===== src/rtl/route_demux.sv =====
// -----------------------------------------------------------------------------
// route_demux
//
// One-to-many AXI-Stream packet demultiplexer for the mesh router. The first
// beat of every packet is a routing header. Its target coordinates are compared
// against this router's own position using X-first (XY) routing to choose an
// output port. The header and the payload beats that follow it (the count is
// carried in the header) are forwarded to that port. The route is held until
// the count is exhausted.
//
// Header layout (XW = MAX_ROUTERS_X_WIDTH, YW = MAX_ROUTERS_Y_WIDTH):
//   [YW-1:0]                target_y
//   [XW+YW-1:YW]            target_x
//   [2(XW+YW)-1:XW+YW]      source coordinates (ignored)
//   [2(XW+YW)+7:2(XW+YW)]   payload beat count N (beats after the header)
//
// Output port indices: 0 local, 1 north, 2 east, 3 south, 4 west.
//
// The AXI-Stream input "in" and the per-port outputs "out[k]" are carried as
// flattened in_* signals and packed out_* vectors. Index k of every out_*
// vector is output port k.
//
// Ports:
//   clk, rst_n        clock; asynchronous active-low reset
//   in_tvalid/tready  input stream handshake
//   in_tdata/tid/tlast input stream payload and sideband
//   out_tvalid[k]     valid for output port k (only the routed port is raised)
//   out_tready[k]     ready from output port k
//   out_tdata/tid/tlast[k] payload and sideband broadcast to every port
//   current_port      port locked for the current packet
//   busy              high while payload beats of a packet are outstanding
//   hdr_err           one-cycle pulse after a non-header beat is dropped in IDLE
//
// Build option ROUTE_DEMUX_OUT_REG_EN: when this macro is defined, a 2-entry
// skid buffer (beat plus port tag) is inserted in front of the outputs. This
// adds one cycle of latency, keeps full throughput, and removes the
// combinational path from out_tready to in_tready. When the macro is not
// defined, the input-to-output path is purely combinational.
// -----------------------------------------------------------------------------
module route_demux #(
    parameter int DATA_WIDTH           = 32,
    parameter int ID_WIDTH             = 4,
    parameter int CHANNEL_NUMBER       = 5,
    parameter int CHANNEL_NUMBER_WIDTH = $clog2(CHANNEL_NUMBER),
    parameter int MAX_ROUTERS_X        = 4,
    parameter int MAX_ROUTERS_X_WIDTH  = $clog2(MAX_ROUTERS_X),
    parameter int MAX_ROUTERS_Y        = 4,
    parameter int MAX_ROUTERS_Y_WIDTH  = $clog2(MAX_ROUTERS_Y),
    parameter int ROUTER_X             = 0,
    parameter int ROUTER_Y             = 0,
    parameter logic [ID_WIDTH-1:0] ROUTING_HEADER = '1
) (
    input  logic                                           clk,
    input  logic                                           rst_n,
    // packet input stream
    input  logic                                           in_tvalid,
    output logic                                           in_tready,
    input  logic [DATA_WIDTH-1:0]                          in_tdata,
    input  logic [ID_WIDTH-1:0]                            in_tid,
    input  logic                                           in_tlast,
    // per-port output streams
    output logic [CHANNEL_NUMBER-1:0]                      out_tvalid,
    input  logic [CHANNEL_NUMBER-1:0]                      out_tready,
    output logic [CHANNEL_NUMBER-1:0][DATA_WIDTH-1:0]      out_tdata,
    output logic [CHANNEL_NUMBER-1:0][ID_WIDTH-1:0]        out_tid,
    output logic [CHANNEL_NUMBER-1:0]                      out_tlast,
    // status
    output logic [CHANNEL_NUMBER_WIDTH-1:0]                current_port,
    output logic                                           busy,
    output logic                                           hdr_err
);

    localparam int XW = MAX_ROUTERS_X_WIDTH;
    localparam int YW = MAX_ROUTERS_Y_WIDTH;
    localparam int HW = XW + YW;
    localparam int CW = CHANNEL_NUMBER_WIDTH;

    typedef logic [CW-1:0] port_t;

    localparam port_t PORT_LOCAL = port_t'(0);
    localparam port_t PORT_NORTH = port_t'(1);
    localparam port_t PORT_EAST  = port_t'(2);
    localparam port_t PORT_SOUTH = port_t'(3);
    localparam port_t PORT_WEST  = port_t'(4);

    localparam logic [XW-1:0] ROUTER_X_L = XW'(ROUTER_X);
    localparam logic [YW-1:0] ROUTER_Y_L = YW'(ROUTER_Y);

    typedef enum logic {
        IDLE,
        FWD
    } state_t;

    state_t          state;
    logic [7:0]      beat_count;

    logic [XW-1:0]   target_x;
    logic [YW-1:0]   target_y;
    logic [7:0]      hdr_count;
    logic            is_hdr;
    port_t           route_port;
    port_t           sel_port;
    logic            fwd_en;
    logic            in_hs;

    // ------------------------------------------------------------------
    // Header decode and XY route selection
    // ------------------------------------------------------------------
    assign target_y  = in_tdata[YW-1:0];
    assign target_x  = in_tdata[HW-1:YW];
    assign hdr_count = in_tdata[2*HW+7:2*HW];
    assign is_hdr    = (in_tid == ROUTING_HEADER);

    // Out-of-mesh targets fall through the same comparisons on purpose.
    always_comb begin
        route_port = PORT_LOCAL;
        if (target_x > ROUTER_X_L) begin
            route_port = PORT_EAST;
        end else if (target_x < ROUTER_X_L) begin
            route_port = PORT_WEST;
        end else if (target_y > ROUTER_Y_L) begin
            route_port = PORT_NORTH;
        end else if (target_y < ROUTER_Y_L) begin
            route_port = PORT_SOUTH;
        end
    end

    // In FWD the locked port wins, and the count rather than TID decides
    // which beats belong to the packet. In IDLE only a header is forwarded.
    assign sel_port = (state == FWD) ? current_port : route_port;
    assign fwd_en   = (state == FWD) || is_hdr;
    assign in_hs    = in_tvalid && in_tready;

    // ------------------------------------------------------------------
    // Packet FSM (state, counter, locked port, status outputs)
    // ------------------------------------------------------------------
    always_ff @(posedge clk or negedge rst_n) begin
        if (!rst_n) begin
            state        <= IDLE;
            beat_count   <= '0;
            current_port <= '0;
            busy         <= 1'b0;
            hdr_err      <= 1'b0;
        end else begin
            hdr_err <= 1'b0;
            case (state)
                IDLE: begin
                    if (in_hs) begin
                        if (is_hdr) begin
                            current_port <= route_port;
                            beat_count   <= hdr_count;
                            if (hdr_count != '0) begin
                                state <= FWD;
                                busy  <= 1'b1;
                            end
                        end else begin
                            hdr_err <= 1'b1;
                        end
                    end
                end
                FWD: begin
                    if (in_hs) begin
                        if (beat_count == 8'd1) begin
                            beat_count <= '0;
                            state      <= IDLE;
                            busy       <= 1'b0;
                        end else begin
                            beat_count <= beat_count - 8'd1;
                        end
                    end
                end
                default: begin
                    state <= IDLE;
                    busy  <= 1'b0;
                end
            endcase
        end
    end

`ifndef ROUTE_DEMUX_OUT_REG_EN
    // ------------------------------------------------------------------
    // Combinational pass-through output stage
    // ------------------------------------------------------------------
    logic sel_ready;

    always_comb begin
        sel_ready = 1'b0;
        for (int unsigned k = 0; k < CHANNEL_NUMBER; k++) begin
            if (sel_port == port_t'(k)) begin
                sel_ready = out_tready[k];
            end
        end
    end

    // A dropped (non-header) beat in IDLE is always accepted. Nothing is
    // offered downstream while reset is held.
    assign in_tready = rst_n && (fwd_en ? sel_ready : 1'b1);

    always_comb begin
        out_tvalid = '0;
        out_tdata  = '0;
        out_tid    = '0;
        out_tlast  = '0;
        for (int unsigned k = 0; k < CHANNEL_NUMBER; k++) begin
            out_tvalid[k] = rst_n && in_tvalid && fwd_en && (sel_port == port_t'(k));
            out_tdata[k]  = in_tdata;
            out_tid[k]    = in_tid;
            out_tlast[k]  = in_tlast;
        end
    end
`else
    // ------------------------------------------------------------------
    // Registered output stage: 2-entry skid buffer of beat + port tag.
    // The route, counter and hdr_err are all resolved at the input handshake.
    // The buffer only replays accepted beats to their tagged port.
    // ------------------------------------------------------------------
    logic [1:0][DATA_WIDTH-1:0] buf_tdata;
    logic [1:0][ID_WIDTH-1:0]   buf_tid;
    logic [1:0]                 buf_tlast;
    logic [1:0][CW-1:0]         buf_port;
    logic                       wr_ptr;
    logic                       rd_ptr;
    logic [1:0]                 buf_count;
    logic                       push;
    logic                       pop;
    logic                       head_valid;
    port_t                      head_port;
    logic                       head_ready;

    assign head_valid = (buf_count != 2'd0);
    assign head_port  = buf_port[rd_ptr];
    assign push       = in_hs && fwd_en;
    assign pop        = head_valid && head_ready;
    assign in_tready  = rst_n && (buf_count != 2'd2);

    always_comb begin
        head_ready = 1'b0;
        for (int unsigned k = 0; k < CHANNEL_NUMBER; k++) begin
            if (head_port == port_t'(k)) begin
                head_ready = out_tready[k];
            end
        end
    end

    always_ff @(posedge clk or negedge rst_n) begin
        if (!rst_n) begin
            buf_tdata <= '0;
            buf_tid   <= '0;
            buf_tlast <= '0;
            buf_port  <= '0;
            wr_ptr    <= 1'b0;
            rd_ptr    <= 1'b0;
            buf_count <= 2'd0;
        end else begin
            if (push) begin
                buf_tdata[wr_ptr] <= in_tdata;
                buf_tid[wr_ptr]   <= in_tid;
                buf_tlast[wr_ptr] <= in_tlast;
                buf_port[wr_ptr]  <= sel_port;
                wr_ptr            <= ~wr_ptr;
            end
            if (pop) begin
                rd_ptr <= ~rd_ptr;
            end
            buf_count <= buf_count + 2'(push) - 2'(pop);
        end
    end

    always_comb begin
        out_tvalid = '0;
        out_tdata  = '0;
        out_tid    = '0;
        out_tlast  = '0;
        for (int unsigned k = 0; k < CHANNEL_NUMBER; k++) begin
            out_tvalid[k] = head_valid && (head_port == port_t'(k));
            out_tdata[k]  = buf_tdata[rd_ptr];
            out_tid[k]    = buf_tid[rd_ptr];
            out_tlast[k]  = buf_tlast[rd_ptr];
        end
    end
`endif

endmodule


===== config.mk =====
export PLATFORM = sky130hd
export DESIGN_NAME = route_demux
export DESIGN_NICKNAME = d
export VERILOG_FILES = /design/src/rtl/route_demux.sv
export SDC_FILE = /design/constraint.sdc
export NUM_CORES = 1
export LEC_CHECK = 0
export BUFFER_PORTS_ARGS = -buffer_cell sky130_fd_sc_hd__buf_2
export CORE_AREA = 2 2 93 95
export CTS_BUF_LIST = sky130_fd_sc_hd__clkbuf_4 sky130_fd_sc_hd__clkbuf_8
export CTS_CLUSTER_SIZE = 24
export DETAILED_ROUTE_END_ITERATION = 10
export DIE_AREA = 0 0 95 97
export PLACE_DENSITY_LB_ADDON = 0.05
export SYNTH_ARGS = -nofsm -noshare
export SYNTH_HDL_FRONTEND = slang
export SYNTH_SLANG_ARGS = --single-unit

===== constraint.sdc =====
create_clock -name clk -period 3.1 [get_ports clk]
set_input_delay 0.465 -clock clk [delete_from_list [all_inputs] [get_ports clk]]
set_output_delay 0.465 -clock clk [all_outputs]
set_load 0.02 [all_outputs]

Yosys cells after proc, flatten, opt, wreduce, memory -nomap -nowiden
Cells that the tools add are included.
{"block": "word_totals", "regBits": 14, "input_bits": 45, "output_inout_bits": 196, "word_cells": 68}
{"block": "op_classes", "addsub": 1, "order_cmp": 4, "eq_ne": 11, "mux": 31, "n_bitwise": 1, "reduce_logical": 15}
{"op": "2-to-1 mux 8 bit", "n": 4}
{"op": "2-to-1 mux 1 bit", "n": 19}
{"op": "one-hot mux 8 bit (2 select lines)", "n": 1}
{"op": "logical AND 1 bit", "n": 9}
{"op": "2-to-1 mux 3 bit", "n": 3}
{"op": "equality test 8 x 1 -> 1 bit, second input constant", "n": 1}
{"op": "nonzero test 8 bit", "n": 1}
{"op": "subtractor 8 x 1 -> 8 bit, second input constant", "n": 1}
{"op": "equality test 3 x 2 -> 1 bit, second input constant", "n": 2}
{"op": "!= test 2 bit, second input constant", "n": 3}
{"op": "AND reduction 3 bit", "n": 2}
{"op": "AND reduction 5 bit", "n": 1}
{"op": "equality test 4 bit, second input constant", "n": 1}
{"op": "> comparator 2 x 1 -> 1 bit, second input constant", "n": 2}
{"op": "less-than comparator 2 x 1 -> 1 bit, second input constant", "n": 2}
{"op": "2-to-1 mux 2 bit", "n": 2}
{"op": "!= test 2 x 1 -> 1 bit, second input constant", "n": 2}
{"op": "one-hot mux 1 bit (2 select lines)", "n": 2}
{"op": "equality test 3 x 1 -> 1 bit, second input constant", "n": 1}
{"op": "equality test 3 bit, second input constant", "n": 1}
{"op": "logical NOT 3 bit", "n": 1}
{"op": "logical OR 1 bit", "n": 1}
{"op": "inverter 1 bit", "n": 1}

Logic depth before layout (Yosys ltp)
Gate-level depths: netlist (run 1).
{"block": "logic_depth", "ltp_word": 17, "ltp_mapped": 7, "depth_no_buf": 7}

Least setup slack after synthesis (run 1)
Ideal clock, no wire load.
{"block": "synth_timing", "path_type": "reg2out", "start": "register state", "end": "output in_tready", "t_arrival_ns": 1.769, "required_time_ns": 2.635, "slack_ns": 0.866, "stages_incl_launch_ff": 7, "n_path_buf": 2, "path_cell_list": "dfrtp_1 buf_2 o41a_1 nand3_1 buf_2 nand2_1 a21boi_0"}
{"block": "synth_between", "elab_chain_len": 9, "word_cells_on_any_way": 14, "classes_between": "eq/ne (4); mux (7); reduce/logical (3)"}
{"element": "start, declared", "line": "94", "text": "state_t state;"}
{"element": "start signal, assigned", "line": "139", "text": "state <= IDLE;"}
{"element": "start signal, assigned", "line": "153", "text": "state <= FWD;"}
{"element": "start signal, assigned", "line": "165", "text": "state <= IDLE;"}
{"element": "2-to-1 mux 3 bit", "line": "130", "text": "assign sel_port = (state == FWD) ? current_port : route_port;"}
{"element": "logical NOT 3 bit", "line": "189", "text": "if (sel_port == port_t'(k)) begin"}
{"element": "2-to-1 mux 1 bit (5 in series)", "line": "189"}
{"element": "2-to-1 mux 1 bit (*)", "line": "197", "text": "assign in_tready = rst_n && (fwd_en ? sel_ready : 1'b1);"}
{"element": "logical AND 1 bit (*)", "line": "197"}
{"element": "end, declared", "line": "57", "text": "output logic in_tready,"}
Every way passes the cells marked *; elsewhere a longest branch is shown, timed or not.

Final worst setup path (run 1)
Same ends and word-level chain as after synthesis.

==> run_results.csv, run 1 <==
group,metric,value,unit
timing,fin_skew,6.015,ps
pwr,powerDensity,580.6,mW/mm²
yosys,synth_flop_cell,"dfrtp_1",
die,num_rows,33,
worst_setup_path,worstSetupEndpointType,"primary output",
die,start_util,0.2921,
grt,grt_pass1_vias,1323,
worst_setup_path,crit_fanout,14,
worst_setup_path,r2r_start,"state$_DFF_PN0_",
finish,finalNetCount,281,
clock_network,cts.clk_slew.worst_paths,60,ps
pwr,ir_drop,132.7,µV
clock_network,clkSinkCount,13,
die,dieWidth,95,µm
finish,regArea,325.3,µm²
placement,gp_congestion,0.7074,
timing,period_needed,2616,ps
pwr,power_switching,0.0004814,W
worst_setup_path,cp.required,2630,ps
die,die-area,0.009215,mm²
clock_network,cts_buffer_depth,2,
worst_setup_path,critPathBufInv,2,
grt,grt_max_degree,15,
clock_network,post_cts_buffers,0,
yosys,yosysSeqAreaShare,0.1369,
status,status,"finished clean",
grt,overflow,0,
timing,setup_viol,0,
finish,nFillCells,883,
routing,drt_wl_total,4506,µm
clock_network,cts_hold_buf,0,
worst_setup_path,path_delay_family,"simple AND/OR/NAND/NOR gates",
clock_network,clock_latency,250,ps
pwr,p_int,0.0005247,W
placement,place_ws,619.3,ps
worst_setup_path,crit_chain,"buf_4, nor3_1, o21ai_0, nand3_1, nand2_1, a21boi_0, buf_2",
grt,grt_usage,0.09176,
routing,first_iter_violations,49,
routing,postRouteAntennaNets,0,
finish,syn_to_final_growth,-27.07,%
yosys,synth_edf_count,0,
yosys,synth_area,0.002376,mm²
timing,setup_slack,483.8,ps
worst_setup_path,start_kind,"flop",
yosys,synth-async-reset-ratio,1.000,
placement,dp_cells,334,
worst_setup_path,worstSetupPathType,"reg2out",
pwr,switching_share,0.4785,
die,die_height,97,µm
grt,antenna_found_initial,0,
timing,finalSetupTns,0,ps
worst_setup_path,worstSetupStartpoint,"state$_DFF_PN0_",
placement,io_buffers,111,
finish,fin_cells,338,
die,io_pins,241,
yosys,post_synth.cell_area_avg,7.842,µm²
worst_setup_path,cp_slowest_stage_delay,420,ps
yosys,ys_warn_count,0,
worst_setup_path,cpMaxStageDelayCell,"dfrtp_1",
timing,slew-limit-headroom,0.6417,
die,core_region_area,0.008134,mm²
pwr,seq_power_share,0.291,
yosys,synth_cell_types,42,
routing,wl_per_cell,13.33,µm
timing,period_share,0.8439,
clock_network,cts_tree,"yes",
timing,maxSlewViolCount,0,
finish,antenna_cells,0,
timing,hold_viol,0,
finish,multi_input_area,596.8,µm²
routing,route.detailed.drc,0,
timing,fmaxAchievable,0.3822,GHz
pwr,leakage,0.8980,nW
pwr,combPwrFrac,0.540,
routing,dr.pass1.iters,4,
timing,rsz0062_at_grt,"no",
flow_run,cap_violations,0,
grt,grt_pass1_wl,6617,µm
timing,worst_pin_slew,530.4,ps
routing,viasPerCell,4.183,
clock_network,cts_buffers,3,
worst_setup_path,critical_path_arrival,2150,ps
clock_network,root_buffer,"clkbuf_8",
finish,drive_above_1_share,0.5494,
clock_network,htreeDepth,1,
yosys,synth_seq_cells,13,
clock_network,cts_resized,0,
hold_path,hold_path_class,"in2async",
pwr,clockPowerShare,0.168,
routing,vias,1414,
yosys,syn_inst,303,
placement,dp_hpwl,3599,µm
metrics by stage:
step	utilization	cell area [µm²]	hold WS [ps]	power (W)
after floorplan	-	2380	169.4	0.0009164
after global placement	0.2070	1684	490.8	0.0008639
after detailed placement	0.2070	1684	481.3	0.0008424
after CTS	0.2130	1733	211.1	0.001019
after global routing	0.2130	1733	221.6	0.001085
final	0.2130	1733	206.7	0.001006
sequential cells by signal, indices dropped and copies added (netlist names):
signal / cells
beat_count: 8
state: 1
current_port: 2
busy: 1
hdr_err: 1
cell usage after synthesis, types with 4 or more instances:
library cell	count	area, µm²
nor2_1	9	33.78
nand4_1	5	31.28
nand2_1	9	33.78
o2bb2ai_1	7	61.31
buf_2	4	20.02
a21oi_1	5	25.02
inv_1	7	26.28
buf_4	187	1404
nor3_1	7	35.03
nand3_1	7	35.03
dfrtp_1	13	325.3
area by class of cell:
cell class / instances / area share
inverter: 8 / 0.01733
multi-input combinational: 91 / 0.3444
tap: 105 / 0.07581
clock buffer: 4 / 0.02816
timing repair buffer: 117 / 0.3466
sequential: 13 / 0.1877
per-layer routing:
metal,track usage,vias to the layer above,wire (µm)
li1,-,674,-
met1,0.1055,633,1822
met2,0.1495,83,2111
met3,0.01869,24,403
met4,0.06355,0,167
met5,0,-,0
path summary, 6_finish.rpt:
check / to / cells past startpoint / slack [ps]
max in group asynchronous: beat_count[4]$_DFFE_PN0P_ / 2 / 2710
max reg2reg: beat_count[0]$_DFFE_PN0P_ / 5 / 870
max: in_tready / 7 / 480
min: current_port[1]$_DFFE_PN0P_ / 2 / 210
min reg2reg: beat_count[4]$_DFFE_PN0P_ / 1 / 510
min in group clk: beat_count[4]$_DFFE_PN0P_ / 1 / 510
cell families (layout without fill, tap and decap cells):
family	Yosys count	after routing	share of synthesized area
compound gates	30	30	0.09374
mux	4	4	0.01738
other cells	1	2	0.001578
fa+ha+maj	2	2	0.01053
simple gates	53	53	0.1264
flops	13	13	0.1369
buf+inv	200	129	0.6135
power groups by stage:
| stage | Combinational (W) | Sequential (W) | Clock, W |
|---|---|---|---|
| after floorplan | 0.000631 | 0.000285 | 0 |
| after global placement | 0.000561 | 0.000303 | 0 |
| after detailed placement | 0.000545 | 0.000297 | 0 |
| after CTS | 0.000547 | 0.000294 | 0.000178 |
| after global routing | 0.000594 | 0.000304 | 0.000186 |
| final | 0.000544 | 0.000293 | 0.000169 |
cell usage in the layout, fill, tap and decap left out, types with 5 or more instances in the layout:
master     synthesis  layout
nor3_1             7       7
dfrtp_1           13      13
nand2_1            9       9
buf_2              4     111
inv_1              7       7
buf_4            187       6
nand4_1            5       5
a21oi_1            5       5
nor2_1             9       9
nand3_1            7       7
o2bb2ai_1          7       7
Note: power is estimated with default switching activity, not from simulation.
==> inputs of run 2 (changes only) <==
Settings changed: CORE_AREA 2 2 93 95 to 2 2 94 96, DIE_AREA 0 0 95 97 to 0 0 96 98.
Clock period 3.1 ns to 2.6 ns, I/O delays scaled along.
==> run 2 against run 1 <==
Net effect:
- power grew 19%
- critical path depth shrank 2
- register-to-register slack worse by 420 ps
- die area is 2.1% higher
- combinational power rose by 17%
- core utilization decreased by 0.70 points
- sequential share of layout area fell by 0.12 points
- critical endpoint unchanged
- largest cell class unchanged
- largest power group unchanged
- highest routed layer unchanged
==> run_results.csv, run 2 (same netlist as run 1, synthesis figures left out) <==
group,metric,value,unit
clock_network,cts_resized,0,
flow_run,cap_violations,0,
finish,top_regs,"beat_count (8), current_port (2)",
worst_setup_path,reg2reg_to,"beat_count[5]$_DFFE_PN0P_",
worst_setup_path,worstSetupPathType,"reg2out",
clock_network,clock_latency,250,ps
die,start_util,0.2807,
pwr,combPwrFrac,0.531,
timing,hold_viol,0,
grt,antenna_found_initial,0,
finish,finalNetCount,282,
finish,syn_to_final_growth,-26.59,%
pwr,power.total,0.001201,W
pwr,ir_drop,137.1,µV
die,die-area,0.009408,mm²
pwr,p_int,0.0006256,W
clock_network,root_buffer,"clkbuf_8",
worst_setup_path,r2r_setup_slack,450,ps
pwr,switching_share,0.4791,
die,io_pins,241,
timing,worst_pin_slew,493.6,ps
grt,grt_pass1_vias,1249,
placement,place_ws,473.1,ps
routing,vias,1398,
placement,io_buffers,111,
pwr,power_switching,0.0005754,W
pwr,leakage,0.9024,nW
timing,maxSlewViolCount,0,
finish,regMostFlops,"beat_count",
clock_network,cts_buffer_depth,2,
die,num_rows,34,
worst_setup_path,crit_fanout,10,
worst_setup_path,worstSetupEndpointType,"primary output",
finish,antenna_cells,0,
die,die_height,98,µm
grt,grt_usage,0.08878,
routing,viasPerCell,4.088,
clock_network,cts_tree,"yes",
worst_setup_path,cpMaxStageDelayCell,"o41ai_1",
finish,regArea,325.3,µm²
placement,dp_hpwl,3616,µm
routing,route.detailed.drc,0,
clock_network,htreeDepth,1,
timing,setup_slack,291.5,ps
finish,finish.utilization,0.2060,
timing,fmaxAchievable,0.4332,GHz
routing,first_iter_violations,102,
timing,finalSetupTns,0,ps
worst_setup_path,start_kind,"flop",
status,status,"finished clean",
finish,final_common_cell,"buf_2",
worst_setup_path,r2r_start,"beat_count[1]$_DFFE_PN0P_",
grt,overflow,0,
finish,final_cell_mix,"111 x buf_2, 13 x dfrtp_1, 9 x nor2_1, 9 x nand2_1",
die,core_region_area,0.008466,mm²
worst_setup_path,ff2ff_path_depth,6,
timing,period_share,0.8879,
finish,multi_input_area,596.8,µm²
pwr,clockPowerShare,0.167,
placement,gp_congestion,0.7234,
pwr,powerDensity,688.6,mW/mm²
routing,dr.pass1.iters,6,
pwr,seq_power_share,0.302,
clock_network,post_cts_buffers,0,
timing,slew-limit-headroom,0.6687,
worst_setup_path,critical_path_arrival,1920,ps
routing,drt_wl_total,4457,µm
grt,grt_max_degree,15,
worst_setup_path,cp.required,2210,ps
hold_path,hold_path_class,"in2async",
clock_network,cts_buffers,3,
worst_setup_path,crit_chain,"o41ai_1, nand3_1, nand2_1, a21boi_0, buf_2",
clock_network,clkSinkCount,13,
clock_network,cts_hold_buf,0,
die,dieWidth,96,µm
finish,nFillCells,956,
clock_network,cts.clk_slew.worst_paths,60,ps
routing,wl_per_cell,13.03,µm
worst_setup_path,cp_slowest_stage_delay,570,ps
routing,postRouteAntennaNets,0,
finish,largest_register_ffs,8,
timing,rsz0062_at_grt,"no",
grt,grt_pass1_wl,6582,µm
timing,setup_viol,0,
timing,period_needed,2309,ps
finish,drive_above_1_share,0.5513,
timing,fin_skew,2.095,ps
run 2: worst max-delay path by stage:
stage,startpoint,end,cells after the start
final,state$_DFF_PN0_,in_tready,5
after global routing,state$_DFF_PN0_,in_tready,5
after CTS,state$_DFF_PN0_,in_tready,5
after detailed placement,in_tdata[3],in_tready,6
after global placement,beat_count[1]$_DFFE_PN0P_,beat_count[5]$_DFFE_PN0P_,6
after floorplan,state$_DFF_PN0_,in_tready,6
run 2: area by class of cell:
cell class | count | area share
multi-input cells | 91 | 0.3422
well taps | 108 | 0.07748
repair buffers | 118 | 0.3486
inverters | 8 | 0.01722
clock buffers | 4 | 0.02798
flip-flops and latches | 13 | 0.1865
run 2: metrics by stage:
| step | area [µm²] | instances | hold WS, ps |
|---|---|---|---|
| finish | 1744 | 342 | 86.85 |
| global route | 1744 | 342 | 105.5 |
| global placement | 1695 | 338 | 366.3 |
| floorplan | 2380 | 304 | 94.41 |
| CTS | 1744 | 342 | 91.72 |
| detailed placement | 1695 | 338 | 361.9 |
run 2: critical path: cells and delay by family (launching register included):
| family | cells | cell delay, ps |
|---|---|---|
| AND/OR/NAND/NOR | 2 | 340 |
| flip-flops | 1 | 500 |
| buffers and inverters | 1 | 170 |
| AO/OA/AOI/OAI | 2 | 670 |
run 2: metal layers:
layer / global-route usage / wire length, µm / vias to the layer above
met5: 0 / 0 / -
met3: 0.01312 / 413 / 16
met4: 0.05495 / 133 / 0
li1: - / - / 679
met1: 0.1186 / 1897 / 634
met2: 0.1325 / 2012 / 69
run 2: power by group through the flow:
stage          Sequential [W]  Clock [W]  Combinational (W)
2_1_floorplan        0.000340          0           0.000753
3_3_place_gp         0.000373          0           0.000659
3_5_place_dp         0.000364          0           0.000643
4_1_cts              0.000363   0.000209           0.000642
5_1_grt              0.000373   0.000219           0.000713
6_report             0.000362   0.000201           0.000638
